### src/rtl/alu_arb_pkg.sv
// Shared types and opcode helpers for the ALU operation arbiter.
package alu_arb_pkg;

   localparam int unsigned ALU_OPW = 4;
   localparam int unsigned CNT_W   = 4;

   typedef enum logic [ALU_OPW-1:0] {
      ADD = 4'd0,
      SUB = 4'd1,
      MUL = 4'd2,
      DIV = 4'd3,
      MOD = 4'd4,
      SHL = 4'd5,
      SHR = 4'd6,
      AND = 4'd7,
      OR  = 4'd8,
      XOR = 4'd9,
      MOV = 4'd10
   } alu_op_e;

   typedef enum logic [1:0] {
      IDLE = 2'd0,
      WAIT = 2'd1,
      RESP = 2'd2
   } arb_state_e;

   // Encodings 11..15 have no ALU function behind them.
   function automatic logic is_illegal(input logic [ALU_OPW-1:0] op);
      return op > ALU_OPW'(MOV);
   endfunction

   // Divide and modulo need a non-zero divisor magnitude.
   function automatic logic is_divmod(input logic [ALU_OPW-1:0] op);
      return (op == ALU_OPW'(DIV)) || (op == ALU_OPW'(MOD));
   endfunction

endpackage

### src/rtl/rr_arb2.sv
// Two-way round-robin grant: a tie goes to the requester named by i_prio.
module rr_arb2 (
   input  logic [1:0] i_valid,
   input  logic       i_prio,
   output logic       o_grant,
   output logic       o_any
);

   // Pick the lone valid requester, or the priority holder on a tie.
   always_comb begin
      o_any = |i_valid;
      case (i_valid)
         2'b11:   o_grant = i_prio;
         2'b10:   o_grant = 1'b1;
         default: o_grant = 1'b0;
      endcase
   end

endmodule

### src/rtl/alu_op_arbiter.sv
// Shares one combinational ALU between the decrypt pipeline (0) and the host port (1).
// Captures the granted operands, waits a fixed latency, returns one tagged response.
module alu_op_arbiter
   import alu_arb_pkg::*;
#(
   parameter int unsigned N   = 6,
   parameter int unsigned OPW = 4,
   parameter int unsigned LAT = 1
) (
   input  logic             i_clk,
   input  logic             i_rst_n,
   input  logic [1:0]       i_req_valid,
   output logic [1:0]       o_req_ready,
   input  logic [2*OPW-1:0] i_req_op,
   input  logic [2*N-1:0]   i_req_a,
   input  logic [2*N-1:0]   i_req_b,
   output logic [N-1:0]     o_alu_a,
   output logic [N-1:0]     o_alu_b,
   output logic [OPW-1:0]   o_alu_op,
   input  logic [2*N-1:0]   i_alu_result,
   output logic [1:0]       o_rsp_valid,
   input  logic [1:0]       i_rsp_ready,
   output logic [2*N-1:0]   o_rsp_data,
   output logic             o_rsp_err
);

   localparam logic [CNT_W-1:0] CNT_INIT = CNT_W'(LAT - 1);

   arb_state_e       r_state;
   arb_state_e       w_state_next;
   logic             r_prio;
   logic             r_owner;
   logic [CNT_W-1:0] r_cnt;
   logic [N-1:0]     r_alu_a;
   logic [N-1:0]     r_alu_b;
   logic [OPW-1:0]   r_alu_op;
   logic [2*N-1:0]   r_rsp_data;
   logic             r_rsp_err;

   logic             w_grant;
   logic             w_any;
   logic [OPW-1:0]   w_sel_op;
   logic [N-1:0]     w_sel_a;
   logic [N-1:0]     w_sel_b;
   logic             w_sel_bad;
   logic             w_req_hs;
   logic             w_wait_done;

   rr_arb2 u_rr_arb2 (
      .i_valid (i_req_valid),
      .i_prio  (r_prio),
      .o_grant (w_grant),
      .o_any   (w_any)
   );

   // Steer the granted requester's fields and screen them before issue.
   always_comb begin
      w_sel_op    = w_grant ? i_req_op[2*OPW-1:OPW] : i_req_op[OPW-1:0];
      w_sel_a     = w_grant ? i_req_a[2*N-1:N]      : i_req_a[N-1:0];
      w_sel_b     = w_grant ? i_req_b[2*N-1:N]      : i_req_b[N-1:0];
      // Sign bit ignored: both +0 and -0 count as a zero divisor.
      w_sel_bad   = is_illegal(w_sel_op) ||
                    (is_divmod(w_sel_op) && (w_sel_b[N-2:0] == '0));
      w_req_hs    = (r_state == IDLE) && w_any;
      w_wait_done = (r_state == WAIT) && (r_cnt == '0);
   end

   // Next-state decode plus the handshake outputs of each state.
   always_comb begin
      w_state_next = r_state;
      o_req_ready  = 2'b00;
      o_rsp_valid  = 2'b00;
      case (r_state)
         IDLE: begin
            // Ready is held low while reset is asserted so nothing looks accepted.
            if (w_any && i_rst_n) begin
               o_req_ready  = w_grant ? 2'b10 : 2'b01;
               w_state_next = w_sel_bad ? RESP : WAIT;
            end
         end
         WAIT: begin
            if (r_cnt == '0) begin
               w_state_next = RESP;
            end
         end
         RESP: begin
            o_rsp_valid = r_owner ? 2'b10 : 2'b01;
            if (i_rsp_ready[r_owner]) begin
               w_state_next = IDLE;
            end
         end
         default: begin
            w_state_next = IDLE;
         end
      endcase
   end

   // State register.
   always_ff @(posedge i_clk) begin
      if (!i_rst_n) begin
         r_state <= IDLE;
      end else begin
         r_state <= w_state_next;
      end
   end

   // Operand capture, latency countdown and response capture.
   always_ff @(posedge i_clk) begin
      if (!i_rst_n) begin
         r_prio     <= 1'b0;
         r_owner    <= 1'b0;
         r_cnt      <= '0;
         r_alu_a    <= '0;
         r_alu_b    <= '0;
         r_alu_op   <= OPW'(ADD);
         r_rsp_data <= '0;
         r_rsp_err  <= 1'b0;
      end else begin
         if (w_req_hs) begin
            r_prio  <= ~w_grant;
            r_owner <= w_grant;
            if (w_sel_bad) begin
               // Screened requests never reach the ALU; its inputs stay put.
               r_rsp_data <= '0;
               r_rsp_err  <= 1'b1;
            end else begin
               r_alu_a  <= w_sel_a;
               r_alu_b  <= w_sel_b;
               r_alu_op <= w_sel_op;
               r_cnt    <= CNT_INIT;
            end
         end
         if (w_wait_done) begin
            r_rsp_data <= i_alu_result;
            r_rsp_err  <= 1'b0;
         end else if (r_state == WAIT) begin
            r_cnt <= r_cnt - 1'b1;
         end
      end
   end

   assign o_alu_a    = r_alu_a;
   assign o_alu_b    = r_alu_b;
   assign o_alu_op   = r_alu_op;
   assign o_rsp_data = r_rsp_data;
   assign o_rsp_err  = r_rsp_err;

endmodule

### config.mk
export PLATFORM = sky130hd
export DESIGN_NAME = alu_op_arbiter
export DESIGN_NICKNAME = d
export VERILOG_FILES = /design/src/rtl/alu_arb_pkg.sv /design/src/rtl/rr_arb2.sv /design/src/rtl/alu_op_arbiter.sv
export SDC_FILE = /design/constraint.sdc
export NUM_CORES = 1
export LEC_CHECK = 0
export ABC_AREA = 0
export CAP_MARGIN = 20
export CORE_ASPECT_RATIO = 1.5
export CORE_MARGIN = 2
export CORE_UTILIZATION = 46
export CTS_BUF_LIST = sky130_fd_sc_hd__clkbuf_4 sky130_fd_sc_hd__clkbuf_8
export DETAILED_ROUTE_END_ITERATION = 10
export DONT_BUFFER_PORTS = 1
export GPL_ROUTABILITY_DRIVEN = 0
export PLACE_DENSITY = 0.63
export RECOVER_POWER = 25
export SLEW_MARGIN = 20
export SYNTH_ARGS = -nofsm -noshare
export SYNTH_HDL_FRONTEND = slang
export SYNTH_SLANG_ARGS = --single-unit
export TNS_END_PERCENT = 5
### constraint.sdc
create_clock -name i_clk -period 3.55 [get_ports i_clk]
set_input_delay 0.355 -clock i_clk [delete_from_list [all_inputs] [get_ports i_clk]]
set_output_delay 0.355 -clock i_clk [all_outputs]
set_load 0.1 [all_outputs]
==> impl_results.md <==
* TNS Setup at 0 ns
* Synth Warn # at 0
* Worst Hold Slack at ~0.18 ns
* Fraction of final layout cells with drive strength greater than 1 at about an eighth
* Clock slew at reported path FFs at 0.08 ns
* Post-synth EDFFs at 0
* Cts-stage hold buffer count at 0
* Relative slew slack at between 20% and 30%
* WS Path Type: reg2reg
* Mapped Area at 1740 um2
* DIE HEIGHT at ~80 um
* DR iter-0 viols at 25
* Fmax at 0.429 GHz
* HP Class: in2reg
* CP Launch Type: flip-flop
* Yosys top cell area share at 42.5%
* Outcome: complete, no violations
* Total area of sequential cells at about 740 um2
* Cell with the most instances after synthesis: dfxtp_1
* WL/cell at ~18 um
* # Max-Cap Violations at 0
* Total Die Area at ~4300 um2
* Post-synth cell types at 39
* Clk Latency, worst-skew pair at between 0.2 and 0.3 ns
* Worst setup EP type: flip-flop
* Fraction of registers with async set/reset at 0%
* Area delta synth->final at 10.1%
* Via density at around 6.3
* H-tree Lvls at 2
* CORE AREA at between 3000 and 4000 um2
* Initial Util at between 40% and 50%
* Total global routing overflow at 0
* Num ports at 83
* Synth area leaders: dfxtp_1 (42%), mux2i_1 (9.2%), o211a_1 (8.6%), a22o_1 (6.0%), nand3_1 (4.9%)
* Clock Tree Buf Depth at 2
* CTS tree: done
* Final HPWL DP at between 2000 and 3000 um
* Initial antenna violation count at 0
* Power Dens Cells at 736 nW/um2
* Largest net degree at the start of global routing at 33
* Peak supply drop at 0.435 mV
* Mapped Cells at approximately 180
* # diodes at 0
* Setup Fix Bufs, Post-CTS at 0
* Final setup violation count at 0
* Post-synth top area cell: dfxtp_1
* Leakage power at between 0.9 and 1 nW
* Worst-path fanout max at 20
* Arr. time, crit path at around 2.5 ns
* Final ANT Viol Nets at 0
* GRT Overall Usage at around a fifth
* Std-Cell Rows at 27
* Multi-input gate area at around 940 um2
* RSZ-0062 raised after global routing: false
* Clock Skews at roughly 0.0044 ns
* Via Count at between 1000 and 1500
* DRT Pass-1 Iters at 4
* CTS sink count at 37
* Final wirelength at 3960 um
* Worst-margin pin slew at 1.14 ns
* Vias in the first global route at 1379
* DRC violations left at 0
* Slew Limit Fails at 0
* Min cycle time layout at 2.33 ns
* Post-CTS Resized at 0
* Fillcell total at approximately 330
* Primary FF master, synth: dfxtp_1
* Die W at 54.3 um
* IO buf count at 0
* Sequential area share after synthesis at between 40 and 50%
* Total CTS buffers at 5
* Top cells by count, synth: dfxtp_1 (37), nand3_1 (17), mux2i_1 (16), o211a_1 (15), a22o_1 (12)
* Final core occ at 52.6%
* #FFs+latches synth at 37
* Syn avg cell area at just under 10 um2
* Worst EP required at approximately 3.7 ns
* Root Buffer: clkbuf_8
* Syn_nets at approximately 230
* Part of the cycle the worst path needs at about two thirds
* Final Net Count at 226
* Final Hold Viols at 0
* First-pass GRT wire length at roughly 6000 um
[cells by family after synthesis]
family	share of synthesized area, %
muxes	9.83
and+or+nand+nor	16.8
AOI/OAI and AO/OA	24.2
adders and majority gates	1.43
buffers and inverters	5.31
DFF	42.5
[registers in the layout, summed over array words and instances, names as in the netlist]
signal      cells
r_cnt           4
r_owner         1
o_rsp_err       1
o_alu_b         6
r_prio          1
o_alu_a         6
r_state         2
o_rsp_data     12
o_alu_op        4
[final cells by class]
| cell class | instances | share of cell area, % |
|---|---|---|
| Clock buffer | 6 | 4.30 |
| Timing Repair Buffer | 4 | 2.48 |
| Tap cell | 43 | 2.80 |
| Inverter | 5 | 0.977 |
| Clock inverter | 2 | 1.95 |
| Sequential cell | 37 | 38.6 |
| Multi-Input combinational cell | 121 | 48.9 |
[metrics by stage]
step | std cells | cell area [um2] | total power, mW | worst slack, ns
finish | 218 | 1920 | 1.41 | 1.22
global route | 218 | 1920 | 1.47 | 1.04
CTS | 218 | 1920 | 1.43 | 1.18
detailed placement | 210 | 1800 | 1.04 | 1.13
global placement | 210 | 1800 | 1.03 | 1.21
floorplan | 177 | 1740 | 1.00 | 0.169
[placed cells by master, fill, tap and decap left out, types with 2 or more instances in the layout]
| master | Yosys | routed |
|---|---|---|
| dfxtp_1 | 37 | 37 |
| nand3_1 | 17 | 17 |
| mux2i_1 | 16 | 16 |
| o211a_1 | 15 | 15 |
| a22o_1 | 12 | 12 |
| nand2_1 | 8 | 8 |
| clkbuf_8 | 0 | 6 |
| inv_1 | 5 | 5 |
| o21ai_0 | 5 | 5 |
| a21oi_1 | 5 | 5 |
| nor2_1 | 4 | 3 |
| o21a_1 | 3 | 3 |
| nor3_1 | 3 | 3 |
| nand3b_1 | 3 | 3 |
| buf_4 | 1 | 3 |
| and2_1 | 2 | 2 |
| or3_1 | 2 | 2 |
| nor2b_1 | 2 | 2 |
| a31o_2 | 2 | 2 |
| ha_1 | 2 | 2 |
[path summary, 6_finish.rpt]
| path | start | to | slack [ns] | cells after the start |
|---|---|---|---|---|
| worst min-delay path | i_alu_result[5] | o_rsp_data[5]$_SDFFE_PN0P_ | 0.18 | 1 |
| worst min register to register | r_cnt[1]$_SDFF_PN0_ | r_cnt[1]$_SDFF_PN0_ | 0.52 | 2 |
| worst max-delay path | r_prio$_SDFFE_PN0P_ | r_cnt[2]$_SDFF_PN0_ | 1.22 | 6 |
| worst max register to register | r_prio$_SDFFE_PN0P_ | r_cnt[2]$_SDFF_PN0_ | 1.22 | 6 |
[power by group]
part           total, mW  switching (mW)  internal (mW)  leakage (nW)
logic              0.209           0.127         0.0825         0.556
registers          0.820           0.355          0.465         0.304
clock network      0.383           0.155          0.228        0.0574
[per-layer routing]
| layer | vias up | part of all wire (%) | GRT usage (%) |
|---|---|---|---|
| met5 | - | 0 | 0 |
| met4 | 0 | 1.5 | 7.50 |
| met3 | 6 | 9.5 | 7.49 |
| met2 | 60 | 51 | 32.8 |
| met1 | 642 | 38 | 20.1 |
| li1 | 659 | - | - |
[worst max-delay path: stages, from the launching register on]
cell and delay, ns:
dfxtp_1 0.35, o21ai_2 0.13, buf_4 0.33, mux2_2 0.42, o31ai_2 0.20, and2_1 0.57
o311ai_1 0.18
Note: power is estimated with default switching activity, not from simulation.
